## src/rtl/counter_b32_pkg.sv

```systemverilog
// Shared types and constants for the 32-bit counter command sequencer.
// The command entry is packed {mode, data, len}, giving 42 bits.
package counter_b32_pkg;

    localparam logic [1:0] MODE_UP3  = 2'b00;
    localparam logic [1:0] MODE_DN1  = 2'b01;
    localparam logic [1:0] MODE_UP1  = 2'b10;
    localparam logic [1:0] MODE_LOAD = 2'b11;

    localparam int unsigned CMD_W = 42;

    typedef enum logic [1:0] {
        ST_IDLE  = 2'd0,
        ST_ISSUE = 2'd1,
        ST_RUN   = 2'd2
    } state_e;

    typedef struct packed {
        logic [1:0]  mode;
        logic [31:0] data;
        logic [7:0]  len;
    } cmd_t;

    // A zero-length command still gets one enabled cycle.
    function automatic logic [7:0] eff_len(input logic [7:0] len);
        return (len == 8'd0) ? 8'd1 : len;
    endfunction

endpackage

```

## src/rtl/counter_b32_seq_fifo.sv

```systemverilog
// Synchronous FIFO for queued counter commands; flush empties it in one edge.
// DEPTH must be a power of two so the pointers wrap naturally.
module cmd_fifo_b32 #(
    parameter int unsigned WIDTH = 42,
    parameter int unsigned DEPTH = 4
) (
    input  logic             clk_i,
    input  logic             rst_i,
    input  logic             flush_i,
    input  logic             push_i,
    input  logic             pop_i,
    input  logic [WIDTH-1:0] wdata_i,
    output logic [WIDTH-1:0] rdata_o,
    output logic             full_o,
    output logic             empty_o
);

    localparam int unsigned AW = (DEPTH > 1) ? $clog2(DEPTH) : 1;
    localparam logic [AW:0] DEPTH_C = DEPTH[AW:0];

    logic [WIDTH-1:0] mem_q [DEPTH];
    logic [AW-1:0]    wptr_q, wptr_d;
    logic [AW-1:0]    rptr_q, rptr_d;
    logic [AW:0]      count_q, count_d;
    logic             do_push, do_pop;

    assign full_o  = (count_q == DEPTH_C);
    assign empty_o = (count_q == '0);
    assign rdata_o = mem_q[rptr_q];

    assign do_push = push_i & ~full_o;
    assign do_pop  = pop_i & ~empty_o;

    always_comb begin
        wptr_d  = do_push ? wptr_q + AW'(1) : wptr_q;
        rptr_d  = do_pop  ? rptr_q + AW'(1) : rptr_q;
        count_d = count_q;
        if (do_push && !do_pop) begin
            count_d = count_q + (AW+1)'(1);
        end else if (do_pop && !do_push) begin
            count_d = count_q - (AW+1)'(1);
        end
    end

    always_ff @(posedge clk_i) begin
        if (rst_i || flush_i) begin
            wptr_q  <= '0;
            rptr_q  <= '0;
            count_q <= '0;
        end else begin
            wptr_q  <= wptr_d;
            rptr_q  <= rptr_d;
            count_q <= count_d;
        end
    end

    always_ff @(posedge clk_i) begin
        if (do_push && !rst_i && !flush_i) begin
            mem_q[wptr_q] <= wdata_i;
        end
    end

endmodule

```

## src/rtl/counter_b32_seq.sv

```systemverilog
// Command sequencer driving a downstream 32-bit counter: queues commands and
// plays each out as a registered enable window of max(len,1) cycles.
module counter_b32_seq
    import counter_b32_pkg::*;
#(
    parameter int unsigned FIFO_DEPTH = 4
) (
    input  logic        b32_clk,
    input  logic        b32_reset,
    input  logic        cmd_valid,
    output logic        cmd_ready,
    input  logic [1:0]  cmd_mode,
    input  logic [31:0] cmd_data,
    input  logic [7:0]  cmd_len,
    input  logic        b32_abort,
    input  logic        b32_rco,
    output logic        b32_enable,
    output logic [1:0]  b32_mode,
    output logic [31:0] b32_D,
    output logic        busy,
    output logic        done,
    output logic [7:0]  rco_count
);

    state_e      state_q, state_d;
    logic [7:0]  rem_q, rem_d;
    logic        en_q, en_d;
    logic [1:0]  mode_q, mode_d;
    logic [31:0] data_q, data_d;
    logic        done_q, done_d;
    logic [7:0]  rco_q;

    logic             fifo_full, fifo_empty;
    logic             push, pop, last;
    logic [CMD_W-1:0] wr_bits, rd_bits;
    cmd_t             head;

    assign wr_bits   = {cmd_mode, cmd_data, cmd_len};
    assign head      = cmd_t'(rd_bits);
    assign cmd_ready = ~fifo_full;
    assign push      = cmd_valid & cmd_ready & ~b32_abort;

    cmd_fifo_b32 #(
        .WIDTH (CMD_W),
        .DEPTH (FIFO_DEPTH)
    ) u_fifo (
        .clk_i   (b32_clk),
        .rst_i   (b32_reset),
        .flush_i (b32_abort),
        .push_i  (push),
        .pop_i   (pop),
        .wdata_i (wr_bits),
        .rdata_o (rd_bits),
        .full_o  (fifo_full),
        .empty_o (fifo_empty)
    );

    always_ff @(posedge b32_clk) begin
        if (b32_reset || b32_abort) begin
            state_q <= ST_IDLE;
        end else begin
            state_q <= state_d;
        end
    end

    // Completion pops the next entry in the same cycle so windows abut.
    always_comb begin
        state_d = state_q;
        rem_d   = rem_q;
        pop     = 1'b0;
        last    = 1'b0;
        case (state_q)
            ST_IDLE: begin
                if (!fifo_empty) begin
                    pop     = 1'b1;
                    state_d = ST_ISSUE;
                    rem_d   = eff_len(head.len);
                end
            end
            ST_ISSUE, ST_RUN: begin
                if (rem_q > 8'd1) begin
                    rem_d   = rem_q - 8'd1;
                    state_d = ST_RUN;
                end else begin
                    last = 1'b1;
                    if (!fifo_empty) begin
                        pop     = 1'b1;
                        state_d = ST_ISSUE;
                        rem_d   = eff_len(head.len);
                    end else begin
                        state_d = ST_IDLE;
                    end
                end
            end
            default: state_d = ST_IDLE;
        endcase
    end

    always_comb begin
        en_d   = (state_d != ST_IDLE);
        mode_d = pop ? head.mode : mode_q;
        data_d = pop ? head.data : data_q;
        done_d = last;
    end

    always_ff @(posedge b32_clk) begin
        if (b32_reset) begin
            rem_q  <= '0;
            en_q   <= 1'b0;
            mode_q <= MODE_UP3;
            data_q <= '0;
            done_q <= 1'b0;
        end else if (b32_abort) begin
            rem_q  <= '0;
            en_q   <= 1'b0;
            done_q <= 1'b0;
        end else begin
            rem_q  <= rem_d;
            en_q   <= en_d;
            mode_q <= mode_d;
            data_q <= data_d;
            done_q <= done_d;
        end
    end

    // Abort leaves the rco statistic intact; only reset clears it.
    always_ff @(posedge b32_clk) begin
        if (b32_reset) begin
            rco_q <= '0;
        end else if (b32_rco && en_q && (rco_q != 8'hFF)) begin
            rco_q <= rco_q + 8'd1;
        end
    end

    assign b32_enable = en_q;
    assign b32_mode   = mode_q;
    assign b32_D      = data_q;
    assign busy       = (state_q != ST_IDLE);
    assign done       = done_q;
    assign rco_count  = rco_q;

endmodule
```

## config.mk

```make
export PLATFORM = sky130hd
export DESIGN_NAME = counter_b32_seq
export DESIGN_NICKNAME = d
export VERILOG_FILES = /design/src/rtl/counter_b32_pkg.sv /design/src/rtl/counter_b32_seq_fifo.sv /design/src/rtl/counter_b32_seq.sv
export SDC_FILE = /design/constraint.sdc
export NUM_CORES = 1
export LEC_CHECK = 0
export CAP_MARGIN = 20
export CORE_ASPECT_RATIO = 1.4
export CORE_MARGIN = 3
export CORE_UTILIZATION = 50
export CTS_BUF_LIST = sky130_fd_sc_hd__clkbuf_8
export CTS_CLUSTER_SIZE = 16
export DETAILED_ROUTE_END_ITERATION = 8
export GPL_TIMING_DRIVEN = 0
export PLACE_DENSITY = 0.76
export SYNTH_ARGS = -nofsm -noshare
export SYNTH_HDL_FRONTEND = slang
export SYNTH_SLANG_ARGS = --single-unit
export TNS_END_PERCENT = 20
```

## constraint.sdc

```tcl
create_clock -name b32_clk -period 2.89 [get_ports b32_clk]
set_input_delay 0.578 -clock b32_clk [delete_from_list [all_inputs] [get_ports b32_clk]]
set_output_delay 0.578 -clock b32_clk [all_outputs]
set_load 0.05 [all_outputs]
```

==> summary.log, run 1 <==
[run_status] outcome completed
[clocking] clock tree sinks 231
[power] Power Dens Cells 786 nW/um^2
[sta] slew margin rel. 41.3%
[sta] total negative setup slack 0 ns
[final_layout] Area growth, synth to finish 22.4%
[setup_path] peak fanout along the critical path 7
[clocking] clock tree root driver cell sky130_fd_sc_hd__clkbuf_8
[floorplanning] initial standard-cell utilization of the core 51.9%
[sta] final cycle utilization of the critical path 95.2%
[clocking] TritonCTS clock tree built
[synthesis] total of warnings raised by yosys 0
[global_routing] pin count of the biggest net entering global routing 23
[floorplanning] site row count 56
[clocking] clock slew seen by the registers of the worst setup and hold paths 0.06 ns
[global_routing] global-route wire length before repair 28.2 mm
[placement] final weighted congestion of routability-driven global placement 0.843
[placement] estimated wirelength of the detail-placed design 11.4 mm
[floorplanning] die outline area 19300 um^2
[floorplanning] num ports 93
[clocking] H-tree depth 2
[setup_path] data arrival time of the critical path 3.16 ns
[drt] detailed-routed wire length on met3 857 um
[drt] drt drc 0
[setup_path] kind of capture point of the worst setup path flop
[power] peak supply drop 0.454 mV
[drt] total iterations of the first detailed-routing run 5
[drt] wire length per cell after detailed routing 18.3 um
[drt] total vias in the final route 5140
[drt] number of design-rule violations left by the first detailed-router iteration 342
[synthesis] Seq cells post-synth 231
[synthesis] unique cell type count in the Yosys netlist 43
[setup_path] worst r2r path cells 9
[final_layout] non-filler cells in the finished layout 952
[sta] post-route worst hold slack 0.460 ns
[sta] # setup viols final 0
[global_routing] initial antenna violation count 0
[clocking] total CTS buffers 34
[power] Total Power Consumption 8500 uW
[synthesis] share of synthesized area occupied by flip-flops and latches 71.4%
[synthesis] Syn Inst Count 562
[sta] hold violation total from the final report 0
[min_path] Hold/Removal Path Class reg -> reg
[run] max_cap viols 0
[setup_path] WS Path Type reg -> reg
[drt] Detail Route met2 WL 9.31 mm
[global_routing] global-route usage over all layers 18.5%
[clocking] clock latency at the later pin of the worst-skew pair 0.49 ns
[floorplanning] Horiz. Die Dim 118 um
[drt] Vias/cell 5.40
[final_layout] most used cells in the layout excluding fill and tap cells sky130_fd_sc_hd__edfxtp_1 (168), sky130_fd_sc_hd__clkdlybuf4s50_1 (91), sky130_fd_sc_hd__nand2_1 (83)
[clocking] Max Buffers Root-to-Sink 3
[synthesis] synthesized cell area 8840 um^2
[final_layout] layout filler cell count 1258
[drt] top layer in use met4
[floorplanning] core region area 17000 um^2
[placement] Port-buffer cells 91
[floorplanning] vertical extent of the die 163 um
[final_layout] fraction of final layout cells sized beyond drive strength 1 16.3%
[setup_path] Worst setup SP type flop
[drt] wire length reported by the detailed router 17.5 mm
[drt] post-detailed-route count of antenna-violating nets 0
[global_routing] vias in the first global route 5461
[global_routing] total global routing overflow 0
[synthesis] top-area cell type share of the netlist area 57.1%
[placement] Area after DPL 10100 um^2
[drt] WL met1 6.87 mm
[min_path] number of cells on the worst hold path 2
[synthesis] largest area contributor in the synthesized netlist sky130_fd_sc_hd__edfxtp_1
[final_layout] net count reported at finish 753
[sta] highest clock rate 0.364 GHz
[sta] setup repair after global routing missed its margin false
[final_layout] Layout Cell Area excl Fill 10800 um^2
[sta] max-slew violation count 0
[placement] cell count after placement 890
[setup_path] Required @ worst endpoint 3.30 ns
[final_layout] Antenna Cells 0
[sta] post-layout min period 2.75 ns
[final_layout] leading cell type in the layout, fill and taps excluded sky130_fd_sc_hd__edfxtp_1
[power] Leak Pwr 0.00357 uW
[sta] measured slew at the worst slew-check pin 0.881 ns
[synthesis] cell types with the largest area share after synthesis sky130_fd_sc_hd__edfxtp_1 (57%), sky130_fd_sc_hd__dfxtp_1 (14%), sky130_fd_sc_hd__mux4_2 (11%)
[synthesis] Post-Synthesis Net Count 620
[sta] final clock skew 0.0106 ns
[synthesis] synthesized area divided by synthesized cell count 15.7 um^2
-- routing by layer --
| metal | track usage (%) | vias up |
|---|---|---|
| met5 | 0 | - |
| met4 | 7.04 | 0 |
| met3 | 3.78 | 33 |
| met2 | 33.2 | 151 |
| met1 | 21.9 | 2561 |
| li1 | - | 2395 |
-- logic make-up after synthesis --
family | share of synthesized area, %
flops | 71.4
simple gates | 7.40
compound gates | 4.74
mux | 11.6
buf+inv | 2.04
xor+xnor | 1.19
fa+ha+maj | 1.64
-- layout make-up --
type	instances	area (um^2)	area share, %
buffer	27	139	1.28
inverter	11	41.3	0.382
tap	232	290	2.68
sequential	231	6310	58.3
timing repair buffer	97	1010	9.30
multi-input combinational	293	2380	22.0
clock inverter	25	158	1.46
clock buffer	36	495	4.58
-- worst paths after layout --
path                  start           endpoint  slack, ns
hold reg to reg   b32_D[12]          b32_D[12]       0.46
setup reg to reg   rem_q[3]  u_fifo.count_q[2]       0.14
hold / removal    b32_D[12]          b32_D[12]       0.46
setup / recovery   rem_q[3]  u_fifo.count_q[2]       0.14
-- worst max-delay path: stages (launching register included) --
cell	delay (ns)
sky130_fd_sc_hd__dfxtp_1	0.37
sky130_fd_sc_hd__or4_4	0.57
sky130_fd_sc_hd__o41a_1	0.37
sky130_fd_sc_hd__or3_4	0.36
sky130_fd_sc_hd__ha_1	0.23
sky130_fd_sc_hd__inv_1	0.07
sky130_fd_sc_hd__fa_1	0.17
sky130_fd_sc_hd__xor2_1	0.08
sky130_fd_sc_hd__or3_1	0.33
sky130_fd_sc_hd__a21oi_2	0.13
-- metrics by stage --
stage	util [%]	worst slack [ns]
2_1_floorplan	-	0.131
3_3_place_gp	59.0	-1.01
3_5_place_dp	59.5	-0.0635
4_1_cts	63.4	0.0683
5_1_grt	63.5	0.0132
6_report	63.5	0.140
-- power by group --
group / internal (uW) / switching [uW] / total [uW]
Sequential: 3750 / 130 / 3880
Clock: 1340 / 1150 / 2490
Combinational: 873 / 1260 / 2130
Total: 5960 / 2540 / 8500
-- synth_stat cells --
cell,number
sky130_fd_sc_hd__nor2_1,29
sky130_fd_sc_hd__ha_1,10
sky130_fd_sc_hd__nand2_1,83
sky130_fd_sc_hd__fa_1,1
sky130_fd_sc_hd__buf_2,6
sky130_fd_sc_hd__or2_2,1
sky130_fd_sc_hd__mux2_2,1
sky130_fd_sc_hd__o31ai_1,2
sky130_fd_sc_hd__o21ai_0,8
sky130_fd_sc_hd__buf_1,3
sky130_fd_sc_hd__a41oi_1,2
sky130_fd_sc_hd__o21bai_1,2
sky130_fd_sc_hd__clkbuf_1,14
sky130_fd_sc_hd__o221a_2,1
sky130_fd_sc_hd__nor3b_1,1
sky130_fd_sc_hd__or3_1,2
sky130_fd_sc_hd__nand4_1,3
sky130_fd_sc_hd__or4_4,1
sky130_fd_sc_hd__nor4_1,4
sky130_fd_sc_hd__nor3_1,5
sky130_fd_sc_hd__and3_1,1
sky130_fd_sc_hd__mux4_2,42
sky130_fd_sc_hd__o41a_1,1
sky130_fd_sc_hd__nand3_1,5
sky130_fd_sc_hd__o22a_1,1
sky130_fd_sc_hd__nor4b_1,1
sky130_fd_sc_hd__dfxtp_1,63
sky130_fd_sc_hd__or4_1,3
sky130_fd_sc_hd__xnor2_1,4
sky130_fd_sc_hd__o31a_1,1
sky130_fd_sc_hd__edfxtp_1,168
sky130_fd_sc_hd__buf_6,4
sky130_fd_sc_hd__nor2b_1,2
sky130_fd_sc_hd__nor4_4,1
sky130_fd_sc_hd__mux2i_1,7
sky130_fd_sc_hd__and2_1,5
sky130_fd_sc_hd__a31oi_1,4
sky130_fd_sc_hd__xor2_1,8
sky130_fd_sc_hd__a211oi_1,2
sky130_fd_sc_hd__a21oi_1,47
sky130_fd_sc_hd__o211ai_1,1
sky130_fd_sc_hd__a2111oi_0,1
sky130_fd_sc_hd__inv_1,11
-- timing repair --
action                                 CTS  global route
resized for setup                        2             4
endpoints found under the hold margin    0             0
setup endpoints to repair                1             1
pin swaps                                3             1
setup buffers                            1             0
hold buffers                             0             0
-- state kept, by name, summed over array words and instances (netlist names), named ones only --
| signal | cells |
|---|---|
| rem_q | 8 |
| b32_mode | 2 |
| done | 1 |
| rco_count | 8 |
| u_fifo.rptr_q | 2 |
| state_q | 2 |
| u_fifo.mem_q | 168 |
| b32_D | 32 |
| u_fifo.wptr_q | 2 |
| b32_enable | 1 |
| u_fifo.count_q | 3 |
(Power assumes the default switching activity.)
==> inputs of run 2 (changes only) <==
CORE_MARGIN = 4   (was 3)
==> summary.log, run 2 (synthesized netlist as in run 1, its figures left out) <==
[global_routing] global-route wire length before repair 28.2 mm
[global_routing] initial antenna violation count 0
[placement] pre-CTS setup slack -0.0995 ns
[sta] final cycle utilization of the critical path 96.1%
[final_layout] layout filler cell count 1283
[min_path] Hold/Removal Path Class reg -> reg
[placement] estimated wirelength of the detail-placed design 11.7 mm
[clocking] cts-stage hold buffer count 0
[drt] total vias in the final route 5153
[drt] wire length reported by the detailed router 17.7 mm
[power] Power Dens Cells 788 nW/um^2
[sta] # setup viols final 0
[clocking] clock slew seen by the registers of the worst setup and hold paths 0.07 ns
[global_routing] total global routing overflow 0
[floorplanning] die outline area 19900 um^2
[floorplanning] site row count 57
[clocking] Max Buffers Root-to-Sink 3
[setup_path] WS Path Type reg -> reg
[setup_path] CP max stage delay 0.57 ns
[final_layout] net count reported at finish 755
[setup_path] cell at the slowest stage of the critical path sky130_fd_sc_hd__or4_4
[final_layout] most used cells in the layout excluding fill and tap cells sky130_fd_sc_hd__edfxtp_1 (168), sky130_fd_sc_hd__clkdlybuf4s50_1 (91), sky130_fd_sc_hd__nand2_1 (83)
[clocking] clock tree root driver cell sky130_fd_sc_hd__clkbuf_8
[drt] number of design-rule violations left by the first detailed-router iteration 301
[drt] post-detailed-route count of antenna-violating nets 0
[sta] worst path setup slack after routing 0.114 ns
[placement] Area after DPL 10100 um^2
[setup_path] slack of the worst reg-to-reg path 0.11 ns
[power] peak supply drop 0.443 mV
[final_layout] Largest Register u_fifo.mem_q
[setup_path] peak fanout along the critical path 7
[clocking] TritonCTS clock tree built
[placement] cell count after placement 894
[setup_path] kind of capture point of the worst setup path flop
[run_status] outcome completed
[clocking] clock tree sinks 231
[drt] Vias/cell 5.37
[floorplanning] core region area 17300 um^2
[final_layout] non-filler cells in the finished layout 959
[sta] max-slew violation count 0
[setup_path] Worst setup SP type flop
[clocking] total CTS buffers 35
[floorplanning] num ports 93
[drt] drt drc 0
[setup_path] cells along the critical path or4_4 -> o41a_1 -> or3_4 -> ha_2 -> inv_1 -> fa_1 -> xor2_1 -> or3_1 -> a21oi_1
[sta] setup repair after global routing missed its margin false
[setup_path] data arrival time of the critical path 3.18 ns
[sta] highest clock rate 0.360 GHz
[clocking] H-tree depth 2
[sta] final clock skew 0.0303 ns
[placement] final weighted congestion of routability-driven global placement 0.769
[final_layout] fraction of final layout cells sized beyond drive strength 1 16.0%
[sta] slew margin rel. 41.1%
[final_layout] Antenna Cells 0
[final_layout] leading cell type in the layout, fill and taps excluded sky130_fd_sc_hd__edfxtp_1
[sta] post-layout min period 2.78 ns
[clocking] clock latency at the later pin of the worst-skew pair 0.51 ns
[drt] total iterations of the first detailed-routing run 4
[run] max_cap viols 0
[final_layout] Layout Cell Area excl Fill 10800 um^2
[floorplanning] vertical extent of the die 165 um
[global_routing] global-route usage over all layers 18.1%
[setup_path] Required @ worst endpoint 3.30 ns
[sta] hold violation total from the final report 0
[final_layout] Area growth, synth to finish 22.7%
[floorplanning] initial standard-cell utilization of the core 51.0%
[placement] Port-buffer cells 91
[global_routing] pin count of the biggest net entering global routing 26
[power] Leak Pwr 0.00357 uW
[sta] post-route worst hold slack 0.454 ns
[final_layout] number of flip-flops under the largest register name 168
[floorplanning] Horiz. Die Dim 120 um
[drt] wire length per cell after detailed routing 18.5 um
[global_routing] vias in the first global route 5435
[sta] measured slew at the worst slew-check pin 0.884 ns
[run 2: repair_timing]
action / CTS / global route
gates resized for setup: 1 / 3
pin swaps: 1 / 3
buffers inserted: 1 / 1
setup endpoints to repair: 2 / 2
[run 2: report_power, final]
group | switching (uW) | leakage [uW] | internal (uW) | total, uW
combinational | 1250 | 0.00115 | 874 | 2120
clock | 1180 | 0.000388 | 1360 | 2540
sequential | 128 | 0.00203 | 3750 | 3880
total | 2560 | 0.00357 | 5980 | 8540
[run 2: layer usage]
metal | wire length, um | up-vias | global-route usage, %
met4 | 442 | 0 | 7.01
met1 | 6890 | 2579 | 21.3
li1 | - | 2401 | -
met3 | 849 | 38 | 3.58
met5 | 0 | - | 0
met2 | 9550 | 135 | 32.8
[run 2: metrics by stage]
step                      total power [uW]  utilization [%]  TNS [ns]
after floorplan                       5410                -         0
after global placement                5990             58.0   -173.76
after detailed placement              6050             58.5     -5.42
after CTS                             8600             62.5         0
after global routing                  8960             62.6         0
final                                 8540             62.6         0
[run 2: final cells by class]
type / instances / area [um^2] / share of cell area, %
inverter: 11 / 41.3 / 0.381
tap: 236 / 295 / 2.72
timing repair buffer: 98 / 1010 / 9.34
clock inverter: 23 / 126 / 1.17
clock buffer: 40 / 551 / 5.08
sequential: 231 / 6310 / 58.1
buffer: 27 / 139 / 1.28
multi-input combinational: 293 / 2370 / 21.9
[run 2: path summary, 6_finish.rpt]
path | from | to | cells past startpoint
worst max-delay path | rem_q[3] | u_fifo.count_q[2] | 9
worst min-delay path | b32_D[30] | b32_D[30] | 2
worst max register to register | rem_q[3] | u_fifo.count_q[2] | 9
worst min register to register | b32_D[30] | b32_D[30] | 2
[run 2: worst max-delay path: cells and delay by family, from the launching register on]
family,cells,cell delay (ns)
AOI/OAI and AO/OA,2,0.57
xor gates and xnor gates,1,0.08
adders and majority gates,2,0.38
buffers and inverters,1,0.06
DFF,1,0.37
and+or+nand+nor,3,1.22
